===== src/rtl/binary_counter_pkg.sv =====
// Shared helpers for binary_counter: default width, Gray conversion and parameter legality.
package binary_counter_pkg;

    localparam int DEFAULT_WIDTH = 4;
    localparam int MAX_WIDTH     = 32;

    // Callers zero-extend narrower values into MAX_WIDTH and slice the result back down.
    function automatic logic [MAX_WIDTH-1:0] bin2gray(input logic [MAX_WIDTH-1:0] bin);
        return bin ^ (bin >> 1);
    endfunction

    function automatic bit params_legal(input int width,
                                        input int unsigned max_count,
                                        input int unsigned reset_value);
        if (width < 1 || width > MAX_WIDTH) begin
            return 1'b0;
        end
        if (width < MAX_WIDTH && max_count > ((32'd1 << width) - 32'd1)) begin
            return 1'b0;
        end
        if (reset_value > max_count) begin
            return 1'b0;
        end
        return 1'b1;
    endfunction

endpackage


===== src/rtl/binary_counter_tc_cmp.sv =====
// Constant-match equality comparator producing the terminal-count flag.
module binary_counter_tc_cmp
    import binary_counter_pkg::*;
#(
    parameter int              WIDTH = DEFAULT_WIDTH,
    parameter logic [WIDTH-1:0] MATCH = '1
) (
    input  logic [WIDTH-1:0] value,
    output logic             tc
);

    logic [WIDTH-1:0] bit_eq;

    generate
        for (genvar gi = 0; gi < WIDTH; gi++) begin : g_bit_eq
            assign bit_eq[gi] = value[gi] ~^ MATCH[gi];
        end
    endgenerate

    assign tc = &bit_eq;

endmodule


===== src/rtl/binary_counter.sv =====
// Free-running modulo-(MAX_COUNT+1) up-counter with tc and wrap flags.
// Optional registered Gray output enabled by defining BINARY_COUNTER_GRAY_EN.
module binary_counter
    import binary_counter_pkg::*;
#(
    parameter int          WIDTH       = DEFAULT_WIDTH,
    parameter int unsigned MAX_COUNT   = (32'd1 << WIDTH) - 32'd1,
    parameter int unsigned RESET_VALUE = 0
) (
    input  logic             clk,
    input  logic             reset,
    output logic [WIDTH-1:0] binary,
`ifdef BINARY_COUNTER_GRAY_EN
    output logic [WIDTH-1:0] gray,
`endif
    output logic             tc,
    output logic             wrap
);

    generate
        if (!params_legal(WIDTH, MAX_COUNT, RESET_VALUE)) begin : g_bad_params
            $fatal(1, "binary_counter: illegal WIDTH/MAX_COUNT/RESET_VALUE");
        end
    endgenerate

    localparam logic [WIDTH-1:0] MAX_VAL = MAX_COUNT[WIDTH-1:0];
    localparam logic [WIDTH-1:0] RST_VAL = RESET_VALUE[WIDTH-1:0];

    logic [WIDTH-1:0] binary_reg;
    logic [WIDTH-1:0] binary_next;
    logic             wrap_reg;
    logic             wrap_next;
    logic             tc_int;

    binary_counter_tc_cmp #(
        .WIDTH (WIDTH),
        .MATCH (MAX_VAL)
    ) u_tc_cmp (
        .value (binary_reg),
        .tc    (tc_int)
    );

    // Wrap decision reuses the tc comparator so both flags always agree.
    always_comb begin
        binary_next = binary_reg + WIDTH'(1);
        wrap_next   = 1'b0;
        if (tc_int) begin
            binary_next = '0;
            wrap_next   = 1'b1;
        end
    end

    always_ff @(posedge clk) begin
        if (!reset) begin
            binary_reg <= RST_VAL;
            wrap_reg   <= 1'b0;
        end else begin
            binary_reg <= binary_next;
            wrap_reg   <= wrap_next;
        end
    end

`ifdef BINARY_COUNTER_GRAY_EN
    localparam logic [MAX_WIDTH-1:0] RST_GRAY_W = bin2gray(MAX_WIDTH'(RESET_VALUE));
    localparam logic [WIDTH-1:0]     RST_GRAY   = RST_GRAY_W[WIDTH-1:0];

    logic [WIDTH-1:0] gray_reg;
    logic [WIDTH-1:0] gray_next;

    // Encoded from the next state so gray lines up with binary in the same cycle.
    generate
        for (genvar gi = 0; gi < WIDTH - 1; gi++) begin : g_gray
            assign gray_next[gi] = binary_next[gi] ^ binary_next[gi+1];
        end
    endgenerate
    assign gray_next[WIDTH-1] = binary_next[WIDTH-1];

    always_ff @(posedge clk) begin
        if (!reset) begin
            gray_reg <= RST_GRAY;
        end else begin
            gray_reg <= gray_next;
        end
    end

    assign gray = gray_reg;
`endif

    assign binary = binary_reg;
    assign tc     = tc_int;
    assign wrap   = wrap_reg;

endmodule


===== config.mk =====
export PLATFORM = sky130hd
export DESIGN_NAME = binary_counter
export DESIGN_NICKNAME = d
export VERILOG_FILES = /design/src/rtl/binary_counter_pkg.sv /design/src/rtl/binary_counter_tc_cmp.sv /design/src/rtl/binary_counter.sv
export SDC_FILE = /design/constraint.sdc
export NUM_CORES = 1
export LEC_CHECK = 0
export CAP_MARGIN = 30
export CORE_AREA = 2 2 39 41
export CTS_CLUSTER_DIAMETER = 50
export DETAILED_ROUTE_END_ITERATION = 10
export DIE_AREA = 0 0 41 43
export REMOVE_ABC_BUFFERS = 1
export SYNTH_ARGS = -nofsm -noshare
export SYNTH_HDL_FRONTEND = slang
export SYNTH_SLANG_ARGS = --single-unit

===== constraint.sdc =====
create_clock -name clk -period 1.1 [get_ports clk]
set_input_delay 0.22 -clock clk [delete_from_list [all_inputs] [get_ports clk]]
set_output_delay 0.22 -clock clk [all_outputs]
set_load 0.02 [all_outputs]

==> impl_metrics.yaml, run 1 <==
power:
  netSwitchingFraction_pct: 24.5
  p_per_area_mw_per_mm2: 1380
  combPwrFrac_pct: 15.4
  pwr-share-seq_pct: 41.0
  p_clk_share_pct: 43.6
  p_int_w: 0.000371
  irDropWorstVdd_uv: 449
  leakagePower_nw: 0.164
  switching_power_w: 0.000120
  power_w: 0.000491
die:
  core_mm2: 0.00138
  die_w_um: 41
  dieArea_mm2: 0.00176
  num_rows: 14
  ios: 8
  fp.dieH_um: 43
  start_util_pct: 13.7
cells_and_area:
  syn_to_final_growth_pct: 87.5
  layout-drive-gt1-share_pct: 51.4
  seq_area_um2: 103
  diodes: 0
  layout.nets: 39
  num-fill-cells: 164
  multi_input_area_um2: 98.8
  largest_reg_flops: 4
sta:
  worstMarginPinSlew_ns: 0.199
  fin_skew_ns: 0.00142
  relSlewSlack_pct: 86.8
  min_period_ns: 1.24
  setup_ws_ns: -0.142
  fin_crit_sh_pct: 113
  finalMaxSlewViolations: 0
  setup_tns_ns: -0.142
  rsz0062_at_grt: "true"
  finalSetupViolations: 1
  worst_hold_slack_ns: 0.559
  clock.fmax_mhz: 805
  hold_violations: 0
detailed_routing:
  wl_per_cell_um: 9.08
  first_pass_iters: 1
  routed_wl_um: 463
  drcViolationCount: 0
  vias: 187
  first_iter_violations: 0
  ant_nets: 0
  vias_per_cell: 3.67
setup_path:
  startpoint_type: "flop"
  critPathMaxFanout: 2
  criticalPathCategory: "reg -> out"
  end_kind: "output pin"
  critPathArrivalTime_ns: 1.02
  worstPathRequired_ns: 0.88
clocking:
  clk_pin_slew_ns: 0.04
  root_buffer: "clkbuf_4"
  numCtsBuffers: 3
  clock-sinks: 5
  h-tree-depth: 1
  cts_buffer_depth: 2
  clock_latency_ns: 0.24
  hold_buffers: 0
  cts_tree: "yes"
  post_cts_buffers: 0
hold_path:
  hp-class: "reg -> reg"
yosys:
  syn_inst: 18
  synth_top_area_cell: "dfxtp_1"
  yosysMostFrequentCell: "dfxtp_1"
  synth.distinct_cells: 13
  syn_area_per_cell_um2: 10.6
  synth.area.top_cells: "dfxtp_1 53%, and2_1 6.6%, ha_1 6.6%, and3_4 5.9%, nand4b_1 4.6%"
  synth-seq-cells: 5
  synth-edff-count: 0
  ys.flop_type: "dfxtp_1"
  yosys_warnings: 0
  synth_seq_area_share_pct: 52.6
  syn-cell-area_um2: 190
  synthTopCellsByCount: "5 x dfxtp_1, 2 x and2_1"
  yosys.area.top_type_share_pct: 52.6
  synthArstFlopShare_pct: 0
job:
  cap_viol_max_count: 0
grt:
  grt.total_usage_pct: 6.83
  grt_antenna_before_repair: 0
  grt_overflow: 0
  grt_pass1_vias: 182
  grt_pass1_wl_um: 738
  grt_max_degree: 6
status:
  violations: "setup timing"
  status: "finished with violations"
placed_design:
  place.port_buffers: 7
  place_congestion: 0.747
-- per-stage QoR --
stage                     util (%)  instance area (um2)  instances  worst slack, ns
after floorplan                  -                  190         18          -0.0746
after global placement        23.5                  325         47           -0.381
after detailed placement      23.5                  325         47           -0.388
after CTS                     24.3                  337         51           -0.173
after global routing          25.8                  357         51           -0.171
final                         25.8                  357         51           -0.142
-- routing by layer --
metal / GRT usage [%] / wire, um / up-vias
li1: - / - / 95
met1: 9.00 / 223 / 84
met2: 6.88 / 195 / 6
met3: 3.14 / 38 / 2
met4: 8.00 / 7 / 0
met5: 0 / 0 / -
-- worst max-delay path: stages, from the launching register on --
cell,delay (ns)
dfxtp_2,0.35
ha_4,0.14
and3_4,0.18
buf_6,0.11
-- cell usage in the layout (no fill, tap or decap) --
cell	count
a21boi_1	1
and2_1	2
inv_1	1
nand4b_1	1
dfxtp_2	2
clkdlybuf4s50_1	1
clkbuf_4	3
clkbuf_1	1
nand2_1	1
nor2_1	1
buf_4	7
xor2_1	1
dfxtp_1	3
buf_6	2
and3_4	1
a21oi_1	1
nor3b_1	1
clkdlybuf4s15_1	1
o21ai_0	1
buf_2	2
ha_4	1
-- path summary, 6_finish.rpt --
kind              from        end  slack [ns]  cells after the start
min          binary[0]  binary[0]        0.56                      2
max          binary[1]         tc       -0.14                      3
max reg2reg  binary[1]  binary[0]        0.08                      4
min reg2reg  binary[0]  binary[0]        0.56                      2
-- repair_timing --
item,in CTS,in global routing
endpoints found under the setup margin,6,4
hold endpoints to repair,0,0
gates resized for setup,26,6
pin swaps,0,3
-- power groups by stage --
stage	registers, W	clock network [W]	logic [W]
4_1_cts	0.000198	0.000229	0.0000666
2_1_floorplan	0.000215	0	0.0000157
6_report	0.000201	0.000214	0.0000754
3_5_place_dp	0.000199	0	0.0000746
3_3_place_gp	0.000199	0	0.0000739
5_1_grt	0.000202	0.000229	0.0000832
-- layout make-up --
type | instances | area share [%]
inverters | 1 | 1.05
repair buffers | 13 | 29.5
multi-input cells | 12 | 27.7
flip-flops and latches | 5 | 28.8
well taps | 16 | 5.61
clock buffers | 4 | 7.37
-- cell families after synthesis --
family          count (synthesis)  synth area share, %
xor+xnor                        1                 4.61
buf+inv                         1                 1.97
flops                           5                 52.6
compound gates                  3                 9.21
simple gates                    7                 25.0
fa+ha+maj                       1                 6.58
(Power assumes the default switching activity.)
==> run 2, diff against run 1 <==
clock period = 1.2 ns   (was 1.1 ns; I/O delays follow)
==> impl_metrics.yaml, run 2 (same netlist as run 1, synthesis figures left out) <==
detailed_routing:
  wl_per_cell_um: 9.10
  routed_wl_um: 464
  first_pass_iters: 2
  drcViolationCount: 0
  vias: 178
  vias_per_cell: 3.49
  ant_nets: 0
  first_iter_violations: 3
job:
  cap_viol_max_count: 0
hold_path:
  hp-class: "reg -> reg"
  hold_depth: 2
cells_and_area:
  diodes: 0
  multi_input_area_um2: 98.8
  num-fill-cells: 156
  largest_reg_flops: 4
  syn_to_final_growth_pct: 82.2
  final_common_cell: "buf_4"
  layout-drive-gt1-share_pct: 51.4
  layout.nets: 39
  fin_cells: 51
  seq_area_um2: 103
  most-common-layout-cells: "6 x buf_4, 4 x buf_2, 3 x dfxtp_1, 3 x clkbuf_4"
clocking:
  root_buffer: "clkbuf_4"
  h-tree-depth: 1
  cts_tree: "yes"
  clk_pin_slew_ns: 0.05
  clock-sinks: 5
  post_cts_buffers: 0
  cts_buffer_depth: 2
  numCtsBuffers: 3
  clock_latency_ns: 0.24
sta:
  worst_hold_slack_ns: 0.564
  setup_ws_ns: -0.0718
  min_period_ns: 1.27
  finalSetupViolations: 1
  fin_skew_ns: 0.00524
  finalMaxSlewViolations: 0
  relSlewSlack_pct: 86.5
  clock.fmax_mhz: 786
  worstMarginPinSlew_ns: 0.203
  fin_crit_sh_pct: 106
  rsz0062_at_grt: "true"
  hold_violations: 0
placed_design:
  dpl_worst_slack_ns: -0.341
  dp.cells: 47
  place.port_buffers: 7
  hpwl_um: 344
  place_congestion: 0.721
grt:
  grt_overflow: 0
  grt_pass1_wl_um: 765
  grt.total_usage_pct: 7.55
  grt_antenna_before_repair: 0
  grt_max_degree: 6
  grt_pass1_vias: 176
setup_path:
  end_kind: "output pin"
  r2r_setup_slack_ns: 0.17
  criticalPathCategory: "reg -> out"
  critPathArrivalTime_ns: 1.03
  reg2reg_depth: 5
  reg2reg_to: "binary[3]"
  worstPathRequired_ns: 0.96
  critPathMaxFanout: 2
  cp-startpoint: "binary[0]"
  regToRegStartpoint: "binary[0]"
  crit_end: "tc"
  startpoint_type: "flop"
power:
  p_per_area_mw_per_mm2: 1280
  leakagePower_nw: 0.165
  power_w: 0.000445
  irDropWorstVdd_uv: 486
die:
  ios: 8
  die_w_um: 41
  num_rows: 14
  dieArea_mm2: 0.00176
  start_util_pct: 13.7
  core_mm2: 0.00138
  fp.dieH_um: 43
status:
  violations: "setup timing"
  status: "finished with violations"
==> run 2: metrics by stage <==
step / util (%) / area [um2] / setup TNS [ns]
4_1_cts: 25.3 / 350 / -0.139
6_report: 25.0 / 347 / -0.0718
2_1_floorplan: - / 190 / 0
3_3_place_gp: 23.5 / 325 / -0.563
5_1_grt: 25.0 / 347 / -0.105
3_5_place_dp: 23.5 / 325 / -0.633
==> run 2: metal layers <==
layer	global-route usage [%]	vias up	wire length (um)	share of wire (%)
met5	0	-	0	0
met3	9.42	0	55	12
met4	4.00	0	0	0
li1	-	95	-	-
met2	7.50	10	180	39
met1	8.74	73	228	49
==> run 2: power by group <==
part	leakage [nW]	internal, W	switching, W	total [W]
registers	0.0414	0.000177	0.00000758	0.000184
logic	0.109	0.0000324	0.0000311	0.0000635
clock network	0.0150	0.000126	0.0000708	0.000197
total	0.165	0.000335	0.000109	0.000445
==> run 2: timing repair <==
action	CTS	global route
hold buffers	0	0
endpoints found under the setup margin	6	4
pin swaps	0	1
gates resized for setup	21	6
==> run 2: critical path, cell delays in order (launching register included) <==
cell and delay [ns]:
dfxtp_2 0.35, ha_4 0.14, and3_4 0.18, buf_6 0.11
==> run 2: cell type report <==
class	count	share of cell area (%)
Tap cell	16	5.78
Inverter	1	1.08
Timing Repair Buffer	13	27.4
Clock buffer	4	7.58
Multi-Input combinational cell	12	28.5
Sequential cell	5	29.6
==> run 2: worst min path at each step <==
stage	from	end
2_1_floorplan	reset	binary[1]
5_1_grt	binary[0]	binary[0]
3_5_place_dp	binary[0]	binary[0]
4_1_cts	binary[0]	binary[0]
3_3_place_gp	binary[0]	binary[0]
6_report	binary[0]	binary[0]
==> run 3, diff against run 2 <==
CORE_AREA = 8 8 45 47   (was 2 2 39 41)
DIE_AREA = 0 0 53 55   (was 0 0 41 43)
MAX_ROUTING_LAYER = met4   (was not set)
==> impl_metrics.yaml, run 3 (same netlist as run 1, synthesis figures left out) <==
status:
  status: "finished with violations"
  violations: "setup timing"
cells_and_area:
  largest_reg_flops: 4
  layout-drive-gt1-share_pct: 51.4
  syn_to_final_growth_pct: 82.2
  num-fill-cells: 149
  layout.nets: 39
  most-common-layout-cells: "6 x buf_4, 4 x buf_2, 3 x dfxtp_1, 3 x clkbuf_4"
  final_common_cell: "buf_4"
  final_area_um2: 347
  fin_cells: 51
  diodes: 0
placed_design:
  hpwl_um: 390
  place.port_buffers: 7
  place_congestion: 0.643
  postPlaceCellArea_um2: 325
  dp.cells: 47
detailed_routing:
  wl_per_cell_um: 9.78
  routed_wl_um: 499
  vias_per_cell: 3.49
  first_pass_iters: 2
  first_iter_violations: 1
  drcViolationCount: 0
  vias: 178
  ant_nets: 0
grt:
  grt_pass1_vias: 179
  grt_overflow: 0
  grt_pass1_wl_um: 786
  grt_max_degree: 6
  grt.total_usage_pct: 3.95
  grt_antenna_before_repair: 0
setup_path:
  end_kind: "output pin"
  cp-startpoint: "binary[1]"
  critPathArrivalTime_ns: 1.02
  regToRegStartpoint: "binary[1]"
  worstPathRequired_ns: 0.96
  criticalPathCategory: "reg -> out"
  startpoint_type: "flop"
  critPathMaxFanout: 2
sta:
  setup_tns_ns: -0.0638
  min_period_ns: 1.26
  fin_crit_sh_pct: 105
  fin_skew_ns: 0.000422
  finalMaxSlewViolations: 0
  setup_ws_ns: -0.0638
  hold_violations: 0
  rsz0062_at_grt: "true"
  finalSetupViolations: 1
  clock.fmax_mhz: 791
  worstMarginPinSlew_ns: 0.211
  relSlewSlack_pct: 86.0
die:
  die_w_um: 53
  start_util_pct: 13.7
  dieArea_mm2: 0.00292
  core_mm2: 0.00138
  ios: 8
  num_rows: 14
  fp.dieH_um: 55
clocking:
  post_cts_buffers: 0
  cts_buffer_depth: 2
  clock_latency_ns: 0.23
  numCtsBuffers: 3
  clock-sinks: 5
  root_buffer: "clkbuf_4"
  cts_tree: "yes"
  h-tree-depth: 1
  hold_buffers: 0
  clk_pin_slew_ns: 0.04
job:
  cap_viol_max_count: 0
power:
  irDropWorstVdd_uv: 620
  leakagePower_nw: 0.165
  p_per_area_mw_per_mm2: 1260
hold_path:
  hold_start: "binary[0]"
  hp-class: "reg -> reg"
run 3: cell counts in the layout (fill, tap and decap cells not counted):
No cell type changed its count.
run 3: critical path, stage by stage, from the launching register on:
cell,delay (ns)
dfxtp_2,0.33
ha_4,0.16
and3_4,0.18
buf_6,0.12
run 3: final cells by class:
type	count	area [um2]	share of cell area (%)
multi-input cells	12	98.8	28.5
flip-flops and latches	5	103	29.6
repair buffers	13	95.1	27.4
inverters	1	3.75	1.08
well taps	16	20.0	5.78
clock buffers	4	26.3	7.58
run 3: report_power, final:
part | total (W) | internal (W) | switching, W
Sequential | 0.000185 | 0.000177 | 0.00000778
Combinational | 0.0000634 | 0.0000319 | 0.0000315
Clock | 0.000189 | 0.000125 | 0.0000637
Total | 0.000437 | 0.000334 | 0.000103
run 3: stage by stage:
step                setup slack [ns]  power (W)  hold WS (ns)  utilization, %
global route                  -0.105   0.000463         0.580            25.0
CTS                           -0.118   0.000449         0.531            25.3
global placement              -0.324   0.000252         0.525            23.5
finish                       -0.0638   0.000437         0.553            25.0
floorplan                    0.00540   0.000212         0.354               -
detailed placement            -0.333   0.000253         0.555            23.5
run 3: path summary, 6_finish.rpt:
kind,end,slack [ns],cells after the start
min,binary[0],0.55,2
max,tc,-0.06,3
min reg2reg,binary[0],0.55,2
max reg2reg,wrap,0.16,4
run 3: per-layer routing:
layer / track usage [%] / share of wire (%) / up-vias
li1: - / - / 95
met1: 4.73 / 47 / 75
met2: 4.49 / 42 / 6
met3: 3.48 / 9.8 / 2
met4: 1.29 / 0.80 / 0
met5: - / 0 / -
run 3: timing repair:
action | 4_1_cts | 5_1_grt
endpoints found under the setup margin | 6 | 4
endpoints found under the hold margin | 0 | 0
pin swaps | 0 | 1
gates resized for setup | 21 | 6
